--- src/rtl/store_buffer.sv ---
// Posted-write store buffer: FIFO between memory stage and data memory,
// with word-granular store-to-load forwarding from pending entries.
module store_buffer #(
   parameter int DEPTH = 4,
   parameter int AW    = 32,
   parameter int DW    = 32
) (
   input  logic                     clk,
   input  logic                     reset,
   input  logic                     memwrite,
   input  logic [AW-1:0]            dataaddr,
   input  logic [DW-1:0]            writedata,
   input  logic [AW-1:0]            ld_addr,
   output logic                     ld_hit,
   output logic [DW-1:0]            ld_data,
   output logic                     stall,
   output logic                     mem_we,
   output logic [AW-1:0]            mem_addr,
   output logic [DW-1:0]            mem_wdata,
   input  logic                     mem_ready,
   output logic [$clog2(DEPTH):0]   count
);

   localparam int PW = $clog2(DEPTH);
   localparam logic [PW:0] FULL = (PW+1)'(DEPTH);

   logic [AW-1:0] addr_q [DEPTH];
   logic [DW-1:0] data_q [DEPTH];
   logic [PW-1:0] wp;
   logic [PW-1:0] rp;
   logic [PW-1:0] fidx;
   logic          push;
   logic          pop;
   logic          ld_off_unused;

   assign stall     = (count == FULL);
   assign mem_we    = (count != '0);
   assign push      = memwrite && !stall;
   assign pop       = mem_we && mem_ready;
   assign mem_addr  = mem_we ? addr_q[rp] : '0;
   assign mem_wdata = mem_we ? data_q[rp] : '0;

   assign ld_off_unused = ^ld_addr[1:0];

   always_ff @(posedge clk) begin
      if (reset) begin
         wp    <= '0;
         rp    <= '0;
         count <= '0;
      end else begin
         if (push) wp <= wp + 1'b1;
         if (pop)  rp <= rp + 1'b1;
         if (push && !pop)
            count <= count + 1'b1;
         else if (pop && !push)
            count <= count - 1'b1;
      end
   end

   // Entry storage needs no reset; validity comes from rp/count.
   always_ff @(posedge clk) begin
      if (!reset && push) begin
         addr_q[wp] <= dataaddr;
         data_q[wp] <= writedata;
      end
   end

   // Walk oldest to newest so the last match left standing is the newest.
   always_comb begin
      ld_hit  = 1'b0;
      ld_data = '0;
      fidx    = rp;
      for (int k = 0; k < DEPTH; k++) begin
         fidx = rp + PW'(k);
         if ((PW+1)'(k) < count &&
             addr_q[fidx][AW-1:2] == ld_addr[AW-1:2]) begin
            ld_hit  = 1'b1;
            ld_data = data_q[fidx];
         end
      end
   end

endmodule

--- config.mk ---
export PLATFORM = sky130hd
export DESIGN_NAME = store_buffer
export DESIGN_NICKNAME = d
export VERILOG_FILES = /design/src/rtl/store_buffer.sv
export SDC_FILE = /design/constraint.sdc
export NUM_CORES = 1
export LEC_CHECK = 0
export ABC_AREA = 1
export ABC_CLOCK_PERIOD_IN_PS = 4800
export BUFFER_PORTS_ARGS = -buffer_cell sky130_fd_sc_hd__buf_2
export CAP_MARGIN = 20
export CORE_MARGIN = 2
export CORE_UTILIZATION = 29
export CTS_CLUSTER_SIZE = 28
export DETAILED_ROUTE_END_ITERATION = 10
export PLACE_DENSITY = 0.57
export SLEW_MARGIN = 20
export SYNTH_ARGS = -nofsm -noshare
export SYNTH_HDL_FRONTEND = slang
export SYNTH_SLANG_ARGS = --single-unit
--- constraint.sdc ---
create_clock -name clk -period 4.8 [get_ports clk]
set_clock_uncertainty 0.15 [all_clocks]
set_input_delay 0.48 -clock clk [delete_from_list [all_inputs] [get_ports clk]]
set_output_delay 0.48 -clock clk [all_outputs]
set_load 0.03 [all_outputs]
==> impl_metrics.env, run 1 <==
export IMPL_status="finished clean"
export IMPL_drtIter0Drc=2201
export IMPL_drive_gt1_share_pct=10.95
export IMPL_ios=202
export IMPL_grt_usage_pct=20.81
export IMPL_postCtsSetupBuffers=0
export IMPL_port_buffers=199
export IMPL_hold_viol_final=0
export IMPL_instances_no_fill=3809
export IMPL_p_sw_mw=6.335
export IMPL_synth_nets=2859
export IMPL_fin_util_pct=34.71
export IMPL_dr_pass1_iters=7
export IMPL_crit_type="register to output port"
export IMPL_cts_inserted_buffers=34
export IMPL_insertion_delay_ns=0.56
export IMPL_powerDensity_nw_per_um2=554.4
export IMPL_synth_edf_count=256
export IMPL_whs_path_depth=1
export IMPL_crit_path_start_kind="register"
export IMPL_rows=93
export IMPL_multi_input_area_um2=9294
export IMPL_pwr_share_clk_pct=20.2
export IMPL_ys_seq_elements=265
export IMPL_core_area_um2=64350
export IMPL_seq_area_um2=7875
export IMPL_synth_top_family_by_area="simple AND/OR/NAND/NOR gates"
export IMPL_synth_simple_area_share_pct=33.61
export IMPL_finalSetupViolations=0
export IMPL_vias_per_cell=5.023
export IMPL_ant_nets=0
export IMPL_reg2regPathDepth=7
export IMPL_yosys_area_share_adder_pct=0.5965
export IMPL_arrival_ns=3.98
export IMPL_layout_common_cells="nand2_1 (1175), edfxtp_1 (256), inv_1 (255)"
export IMPL_vias=19130
export IMPL_min_path_type="primary input to register"
export IMPL_ys_types=35
export IMPL_clockRootBuffer="clkbuf_16"
export IMPL_die_area_um2=67150
export IMPL_synth_compound_area_share_pct=13.38
export IMPL_swShare_pct=51.16
export IMPL_fin_setup_tns_ns=0
export IMPL_required_ns=4.17
export IMPL_die_h_um=259.1
export IMPL_rsz0062_at_grt="no"
export IMPL_grt_start_max_net_pins=168
export IMPL_max_freq_mhz=217.1
export IMPL_synthXorXnorAreaFrac_pct=1.160
export IMPL_drc=0
export IMPL_pwr_share_comb_pct=57.0
export IMPL_fin_nets=3037
export IMPL_cts_tree="yes"
export IMPL_die_width_um=259.1
export IMPL_final_common_cell="nand2_1"
export IMPL_clkTransAtPathRegs_ns=0.06
export IMPL_htreeDepth=2
export IMPL_syn_cell_area_um2=18880
export IMPL_synthMuxAreaShare_pct=0.05303
export IMPL_leakagePower_nw=10.39
export IMPL_drv_slew=0
export IMPL_ys_seq_area_share_pct=41.68
export IMPL_seq_power_share_pct=22.8
export IMPL_worstPathMaxFanout=167
export IMPL_internal_power_mw=6.046
export IMPL_ir_drop_mv=0.3687
export IMPL_drv_cap=0
export IMPL_syn2layout_area_growth_pct=18.31
export IMPL_cts_path_max_buffers=3
export IMPL_layout_min_cycle_time_ns=4.605
export IMPL_fill_cells=6819
export IMPL_relSlewSlack_pct=32.56
export IMPL_grt_pass1_wl_mm=107.1
export IMPL_ys_dominant_reg_cell="edfxtp_1"
export IMPL_antenna_found_initial=10
export IMPL_synth_warnings=0
export IMPL_fin_crit_sh_pct=95.94
export IMPL_initial_utilization_pct=29.34
export IMPL_wl_per_cell_um=18.96
export IMPL_wl_mm=72.21
export IMPL_cts_sinks=265
export IMPL_hpwl_mm=46.41
export IMPL_netlist_instances=2750
export IMPL_dp_cells=3686
export IMPL_synth_async_reset_ratio_pct=0
export IMPL_post_synth_cell_area_avg_um2=6.864
export IMPL_overflow=0
export IMPL_total_power_mw=12.38
export IMPL_cp_end_kind="output port"
export IMPL_place_gp_congestion=0.9384
export IMPL_worstMarginPinSlew_ns=1.012
export IMPL_grt_pass1_vias=17680
-- metrics by stage --
step	setup WS [ns]	cell area [um^2]	hold WS [ns]
after floorplan	0.06734	18880	0.3233
after global placement	0.5760	20600	0.3539
after detailed placement	0.5845	20600	0.3637
after CTS	0.00006484	22280	0.001472
after global routing	0.008187	22330	0.009539
final	0.1948	22330	0.02624
-- metal layers --
metal	vias to the layer above	track usage (%)	wire, um
met2	756	34.43	33430
met1	8885	27.76	31420
met4	10	7.631	2506
met5	-	0	62
met3	145	2.753	4783
li1	9335	-	-
-- cell type report --
type                            instances  share of cell area, %
Antenna cell                            4                0.04482
Tap cell                              855                  4.790
Sequential cell                       265                  35.26
Inverter                              265                  4.482
Timing Repair Buffer                  297                  8.986
Clock inverter                         21                 0.9580
Multi-Input combinational cell       2065                  41.62
Clock buffer                           37                  3.860
-- worst max-delay path, cell delays in order, from the launching register on --
cell	delay, ns
dfxtp_4	0.37
buf_12	0.58
nand2_1	0.12
nand3_1	0.13
nand2_1	0.12
xor2_1	0.19
nor2_1	0.17
nand4_1	0.17
nor2_1	0.29
nand2_1	0.24
nand2_4	0.42
nand2_1	0.10
nand2_1	0.07
nand2_1	0.06
nand2_1	0.11
buf_2	0.22
-- flip-flops by register name, indices dropped and copies added, names as in the netlist, named ones only --
| name | cells |
|---|---|
| addr_q | 128 |
| data_q | 128 |
| wp | 2 |
| rp | 2 |
| count | 3 |
-- synthesized netlist by cell type (32+ instances only) --
master | number | area share [%]
buf_2 | 52 | 1.4
edfxtp_1 | 256 | 41
nand2_1 | 1175 | 23
nor2_1 | 202 | 4.0
a221oi_1 | 32 | 1.5
inv_1 | 256 | 5.1
a21oi_1 | 105 | 2.8
a32oi_1 | 32 | 1.5
o21ai_1 | 38 | 1.0
o21ai_0 | 175 | 4.6
nand3_1 | 184 | 4.9
clkbuf_1 | 61 | 1.2
-- kinds of logic (layout without fill, tap and decap cells) --
group,count (synthesis),count (layout)
compound gates,435,435
mux,1,1
xor+xnor,25,25
other cells,0,4
simple gates,1593,1595
buf+inv,422,620
flops,265,265
fa+ha+maj,9,9
-- power by group through the flow --
stage	registers [mW]	clock network (mW)	logic [mW]
floorplan	2.85	0	4.82
global placement	2.87	0	6.82
detailed placement	2.87	0	6.86
CTS	2.83	2.55	6.92
global route	2.85	2.63	7.75
finish	2.83	2.50	7.05
-- repair_timing --
action | in CTS | in global routing
pin swaps | 0 | 2
gates cloned | 0 | 2
hold endpoints to repair | 236 | 0
hold buffers | 59 | 0
setup endpoints to repair | 10 | 32
gates resized for setup | 1 | 6
-- path summary, 6_finish.rpt --
check | slack, ns | to | start
max | 0.19 | ld_data[21] | register
min | 0.03 | data_q[1][10] | writedata[10]
max reg2reg | 1.87 | data_q[2][4] | count[0]
min reg2reg | 0.37 | wp[0] | wp[0]
(Power assumes the default switching activity.)
==> run 2, diff against run 1 <==
--- a/config.mk
+++ b/config.mk
@@ -11,7 +11,8 @@
 export CAP_MARGIN = 20
 export CORE_MARGIN = 2
 export CORE_UTILIZATION = 29
-export CTS_CLUSTER_SIZE = 28
+export CTS_BUF_LIST = sky130_fd_sc_hd__clkbuf_4 sky130_fd_sc_hd__clkbuf_8
+export CTS_CLUSTER_SIZE = 25
 export DETAILED_ROUTE_END_ITERATION = 10
 export PLACE_DENSITY = 0.57
 export SLEW_MARGIN = 20
==> run 2 against run 1 <==
  * Largest power group unchanged
  * Highest routed layer unchanged
  * Core utilization up 0.29 points
  * Critical endpoint is now ld_data[2]
  * Register-to-register slack better by 0.02 ns
  * Critical path type unchanged
  * Cell count increased by 1.1%
==> impl_metrics.env, run 2 (synthesized netlist as in run 1, its figures left out) <==
export IMPL_ant_nets=0
export IMPL_hold_end="wp[0]"
export IMPL_fin_util_pct=35.00
export IMPL_fin_nets=3058
export IMPL_vias_per_cell=4.995
export IMPL_swShare_pct=50.34
export IMPL_reg2regPathDepth=7
export IMPL_antenna_found_initial=12
export IMPL_die_width_um=259.1
export IMPL_layout_min_cycle_time_ns=4.533
export IMPL_seq_area_um2=7876
export IMPL_grt_pass1_wl_mm=107.7
export IMPL_wl_per_cell_um=18.87
export IMPL_dr_pass1_iters=6
export IMPL_holdWs_ns=0.02683
export IMPL_final_common_cell="nand2_1"
export IMPL_dp_cells=3686
export IMPL_rsz0062_at_grt="no"
export IMPL_postCtsSetupBuffers=0
export IMPL_die_area_um2=67150
export IMPL_r2r_slack_ns=1.89
export IMPL_crit_type="register to output port"
export IMPL_clockRootBuffer="clkbuf_8"
export IMPL_ir_drop_mv=0.3433
export IMPL_cp_end_kind="output port"
export IMPL_finalSetupViolations=0
export IMPL_drc=0
export IMPL_seq_power_share_pct=22.5
export IMPL_worstMarginPinSlew_ns=1.003
export IMPL_drtIter0Drc=1939
export IMPL_pwr_share_comb_pct=56.2
export IMPL_whs_path_depth=2
export IMPL_initial_utilization_pct=29.34
export IMPL_fin_crit_sh_pct=94.44
export IMPL_hpwl_mm=46.41
export IMPL_vias=19230
export IMPL_place_gp_congestion=0.9384
export IMPL_grt_usage_pct=20.91
export IMPL_arrival_ns=3.90
export IMPL_status="finished clean"
export IMPL_port_buffers=199
export IMPL_overflow=0
export IMPL_wl_mm=72.66
export IMPL_crit_path_start_kind="register"
export IMPL_fin_setup_tns_ns=0
export IMPL_p_sw_mw=6.324
export IMPL_cts_sinks=265
export IMPL_drv_cap=0
export IMPL_leakagePower_nw=10.51
export IMPL_pwr_share_clk_pct=21.3
export IMPL_cts_tree="yes"
export IMPL_rr_endpoint="data_q[2][9]"
export IMPL_required_ns=4.17
export IMPL_max_freq_mhz=220.6
export IMPL_powerDensity_nw_per_um2=557.8
export IMPL_worstHoldStart="reset"
export IMPL_min_path_type="primary input to register"
export IMPL_internal_power_mw=6.239
export IMPL_drive_gt1_share_pct=12.04
export IMPL_hold_viol_final=0
export IMPL_syn2layout_area_growth_pct=19.31
export IMPL_worstPathMaxFanout=33
export IMPL_ios=202
export IMPL_cts_path_max_buffers=3
export IMPL_drv_slew=0
export IMPL_fill_cells=6832
export IMPL_multi_input_area_um2=9310
export IMPL_top_regs="addr_q x128, data_q x128, count x3"
export IMPL_r2r_start="count[0]"
export IMPL_grt_start_max_net_pins=168
export IMPL_cts_inserted_buffers=50
export IMPL_instances_no_fill=3850
export IMPL_die_h_um=259.1
export IMPL_layout_common_cells="nand2_1 (1174), edfxtp_1 (256), inv_1 (255)"
export IMPL_relSlewSlack_pct=33.04
export IMPL_core_area_um2=64350
export IMPL_rows=93
export IMPL_grt_pass1_vias=17850
export IMPL_clkTransAtPathRegs_ns=0.06
export IMPL_htreeDepth=2
export IMPL_insertion_delay_ns=0.62
==> run 2: critical path, cell delays in order, from the launching register on <==
cell     delay (ns)
dfxtp_4        0.45
nand2_4        0.26
buf_4          0.29
inv_2          0.30
a22oi_1        0.18
nand2_1        0.09
nand2_1        0.05
nand2_1        0.15
nand3_1        0.14
nor2_1         0.12
nand2_1        0.13
nor2_4         0.22
buf_6          0.36
a21oi_1        0.11
nand2_1        0.09
nand2_1        0.10
buf_2          0.20
==> run 2: metal layers <==
| layer | vias up | track usage (%) | wire [um] |
|---|---|---|---|
| met2 | 792 | 34.69 | 33850 |
| li1 | 9390 | - | - |
| met1 | 8882 | 27.60 | 31020 |
| met3 | 157 | 2.968 | 5322 |
| met4 | 10 | 7.902 | 2405 |
| met5 | - | 0 | 60 |
==> run 2: power groups by stage <==
stage                     Sequential, mW  Combinational, mW  Clock [mW]
after global routing                2.85               7.76        2.82
after CTS                           2.83               6.93        2.73
final                               2.83               7.06        2.67
after detailed placement            2.87               6.86           0
after global placement              2.87               6.82           0
after floorplan                     2.85               4.82           0
==> run 2: final cells by class <==
type | count | area share [%]
Inverter | 265 | 4.456
Sequential cell | 265 | 34.97
Multi-Input combinational cell | 2065 | 41.34
Clock buffer | 67 | 3.650
Antenna cell | 5 | 0.05556
Tap cell | 855 | 4.750
Timing Repair Buffer | 302 | 9.150
Clock inverter | 26 | 1.628
==> run 2: worst max path at each step <==
stage,start,to,slack [ns],depth (start not counted)
after floorplan,count[0],addr_q[0][0],0.07,6
after global placement,rp[1],ld_data[2],0.58,19
after detailed placement,rp[1],ld_data[2],0.58,19
after CTS,register,ld_data[2],0.002,17
after global routing,rp[0],ld_data[1],0.03,16
final,rp[0],ld_data[2],0.27,16
==> run 2: repair_timing <==
action | 4_1_cts | 5_1_grt
endpoints found under the hold margin | 256 | 0
cloned | 0 | 2
pin swaps | 0 | 2
hold buffers | 64 | 0
setup endpoints to repair | 32 | 33
resized for setup | 2 | 12
==> run 2: metrics by stage <==
stage	worst slack [ns]	total power, mW	instance area [um^2]
after floorplan	0.06734	7.673	18880
after detailed placement	0.5845	9.731	20600
final	0.2667	12.56	22520
after global routing	0.03036	13.42	22520
after CTS	0.001653	12.49	22450
after global placement	0.5760	9.697	20600
==> run 3, diff against run 2 <==
==> constraint.sdc (replaced) <==
create_clock -name clk -period 4.8 [get_ports clk]
set_clock_uncertainty 0.15 [all_clocks]
set_input_delay 0.48 -clock clk [delete_from_list [all_inputs] [get_ports clk]]
set_output_delay 0.48 -clock clk [all_outputs]
set_load 0.05 [all_outputs]
==> run 3 against run 2 <==
  * Non-clock buffer count rose by 5
  * Sequential power about the same
  * Core utilization decreased by 0.25 points
  * Sequential share of layout area increased by 0.24 points
  * Die area did not move
  * Power up 1.5%
  * First-iteration DRC count decreased by 1.5%
  * Clock power shrank 13%
  * Combinational power up 7.5%
  * Fmax fell by 0.65%
==> impl_metrics.env, run 3 (synthesized netlist as in run 1, its figures left out) <==
export IMPL_status="finished clean"
export IMPL_grt_start_max_net_pins=168
export IMPL_fin_nets=3060
export IMPL_vias_per_cell=4.960
export IMPL_crit_path_start_kind="register"
export IMPL_rsz0062_at_grt="no"
export IMPL_ant_nets=0
export IMPL_grt_pass1_vias=17560
export IMPL_fill_cells=6878
export IMPL_fin_setup_tns_ns=0
export IMPL_setup_slack_ns=0.2370
export IMPL_stdcell_area_um2=22360
export IMPL_drc=0
export IMPL_grt_util_met1_pct=27.19
export IMPL_total_power_mw=12.76
export IMPL_powerDensity_nw_per_um2=570.4
export IMPL_crit_type="register to output port"
export IMPL_final_common_cell="nand2_1"
export IMPL_ios=202
export IMPL_core_area_um2=64350
export IMPL_overflow=0
export IMPL_drive_gt1_share_pct=11.66
export IMPL_critPathLaunch="rp[1]"
export IMPL_vias=19080
export IMPL_cts_path_max_buffers=3
export IMPL_die_width_um=259.1
export IMPL_multi_input_area_um2=9271
export IMPL_drtIter0Drc=1909
export IMPL_r2r_start="count[0]"
export IMPL_post_dp_cell_area_um2=20630
export IMPL_grt_use_met3_pct=3.329
export IMPL_syn2layout_area_growth_pct=18.47
export IMPL_fin_util_pct=34.75
export IMPL_cts_sinks=265
export IMPL_clockRootBuffer="clkbuf_8"
export IMPL_finalSetupViolations=0
export IMPL_busiest_layer="met2"
export IMPL_relSlewSlack_pct=39.47
export IMPL_arrival_ns=3.93
export IMPL_rows=93
export IMPL_worstHoldStart="memwrite"
export IMPL_worstMarginPinSlew_ns=0.9079
export IMPL_drv_slew=0
export IMPL_antenna_found_initial=13
export IMPL_die_h_um=259.1
export IMPL_hold_viol_final=0
export IMPL_insertion_delay_ns=0.62
export IMPL_ir_drop_mv=0.4515
export IMPL_seq_area_um2=7875
export IMPL_cp_end_kind="output port"
export IMPL_initial_utilization_pct=29.34
export IMPL_drv_cap=0
export IMPL_worstPathMaxFanout=34
export IMPL_layout_common_cells="nand2_1 (1175), edfxtp_1 (256), inv_1 (255)"
export IMPL_place_gp_congestion=0.9289
export IMPL_htreeDepth=2
export IMPL_leakagePower_nw=10.43
export IMPL_required_ns=4.17
export IMPL_grt_pass1_wl_mm=106.0
export IMPL_place_ws_ns=0.6267
export IMPL_dr_pass1_iters=5
export IMPL_cts_tree="yes"
export IMPL_wl_mm=71.24
export IMPL_wl_per_cell_um=18.52
export IMPL_layout_min_cycle_time_ns=4.563
export IMPL_die_area_um2=67150
export IMPL_min_path_type="primary input to register"
export IMPL_grtUsageMet2_pct=33.90
export IMPL_grt_usage_pct=20.65
export IMPL_cts_inserted_buffers=49
export IMPL_hpwl_mm=47.04
export IMPL_fin_crit_sh_pct=95.06
export IMPL_top_regs="addr_q x128, data_q x128, count x3"
export IMPL_port_buffers=199
export IMPL_clkTransAtPathRegs_ns=0.06
export IMPL_max_freq_mhz=219.2
-- run 3: changes by cell type in the layout (fill, tap and decap cells not counted), moves of 3 or more --
| cell | before | now |
|---|---|---|
| buf_4 | 25 | 30 |
| bufinv_16 | 9 | 5 |
| clkbuf_4 | 16 | 11 |
| clkinv_1 | 9 | 12 |
-- run 3: final timing paths --
check	to	slack (ns)	cells past startpoint
worst max register to register	addr_q[3][16]	1.98	7
worst min-delay path	wp[1]	0.09	3
worst min register to register	wp[0]	0.36	2
worst max-delay path	ld_data[26]	0.24	20
-- run 3: timing repair --
action	CTS	global route
hold buffers	65	0
hold endpoints to repair	258	0
gates resized for setup	2	7
buffers inserted	0	1
endpoints found under the setup margin	14	32
-- run 3: cell type report --
cell class | instances | area share, %
repair buffers | 307 | 9.450
well taps | 855 | 4.784
inverters | 265 | 4.498
clock inverters | 24 | 1.130
diodes | 7 | 0.07833
flip-flops and latches | 265 | 35.22
multi-input cells | 2063 | 41.46
clock buffers | 60 | 3.385
-- run 3: worst max-delay path: stages (launching register included) --
cell     delay, ns
dfxtp_1       0.37
buf_4         0.23
nand2_4       0.18
nand2_8       0.27
buf_12        0.23
nand2_1       0.07
nand3_1       0.19
nand2_1       0.09
inv_1         0.06
nand2_1       0.05
nor2_1        0.10
nand2_1       0.16
nor2_8        0.15
buf_6         0.32
nand3_1       0.13
nand2_1       0.09
nand2_1       0.05
nand2_1       0.06
nand2_1       0.05
nand2_1       0.12
buf_2         0.29
-- run 3: metrics by stage --
step	hold slack (ns)	instances
floorplan	0.3233	2750
global placement	0.3455	3689
CTS	0.04881	3838
global route	0.07848	3846
detailed placement	0.3501	3689
finish	0.08745	3846
-- run 3: routing by layer --
metal,vias up,routed length (um)
li1,9381,-
met1,8803,30520
met2,740,33000
met3,143,5129
met4,10,2536
met5,-,54
-- run 3: power by group --
group,switching (mW),internal [mW],leakage [nW]
Clock,1.02,1.31,0.521
Sequential,0.120,2.71,2.40
Combinational,5.65,1.94,7.51
Total,6.80,5.96,10.4
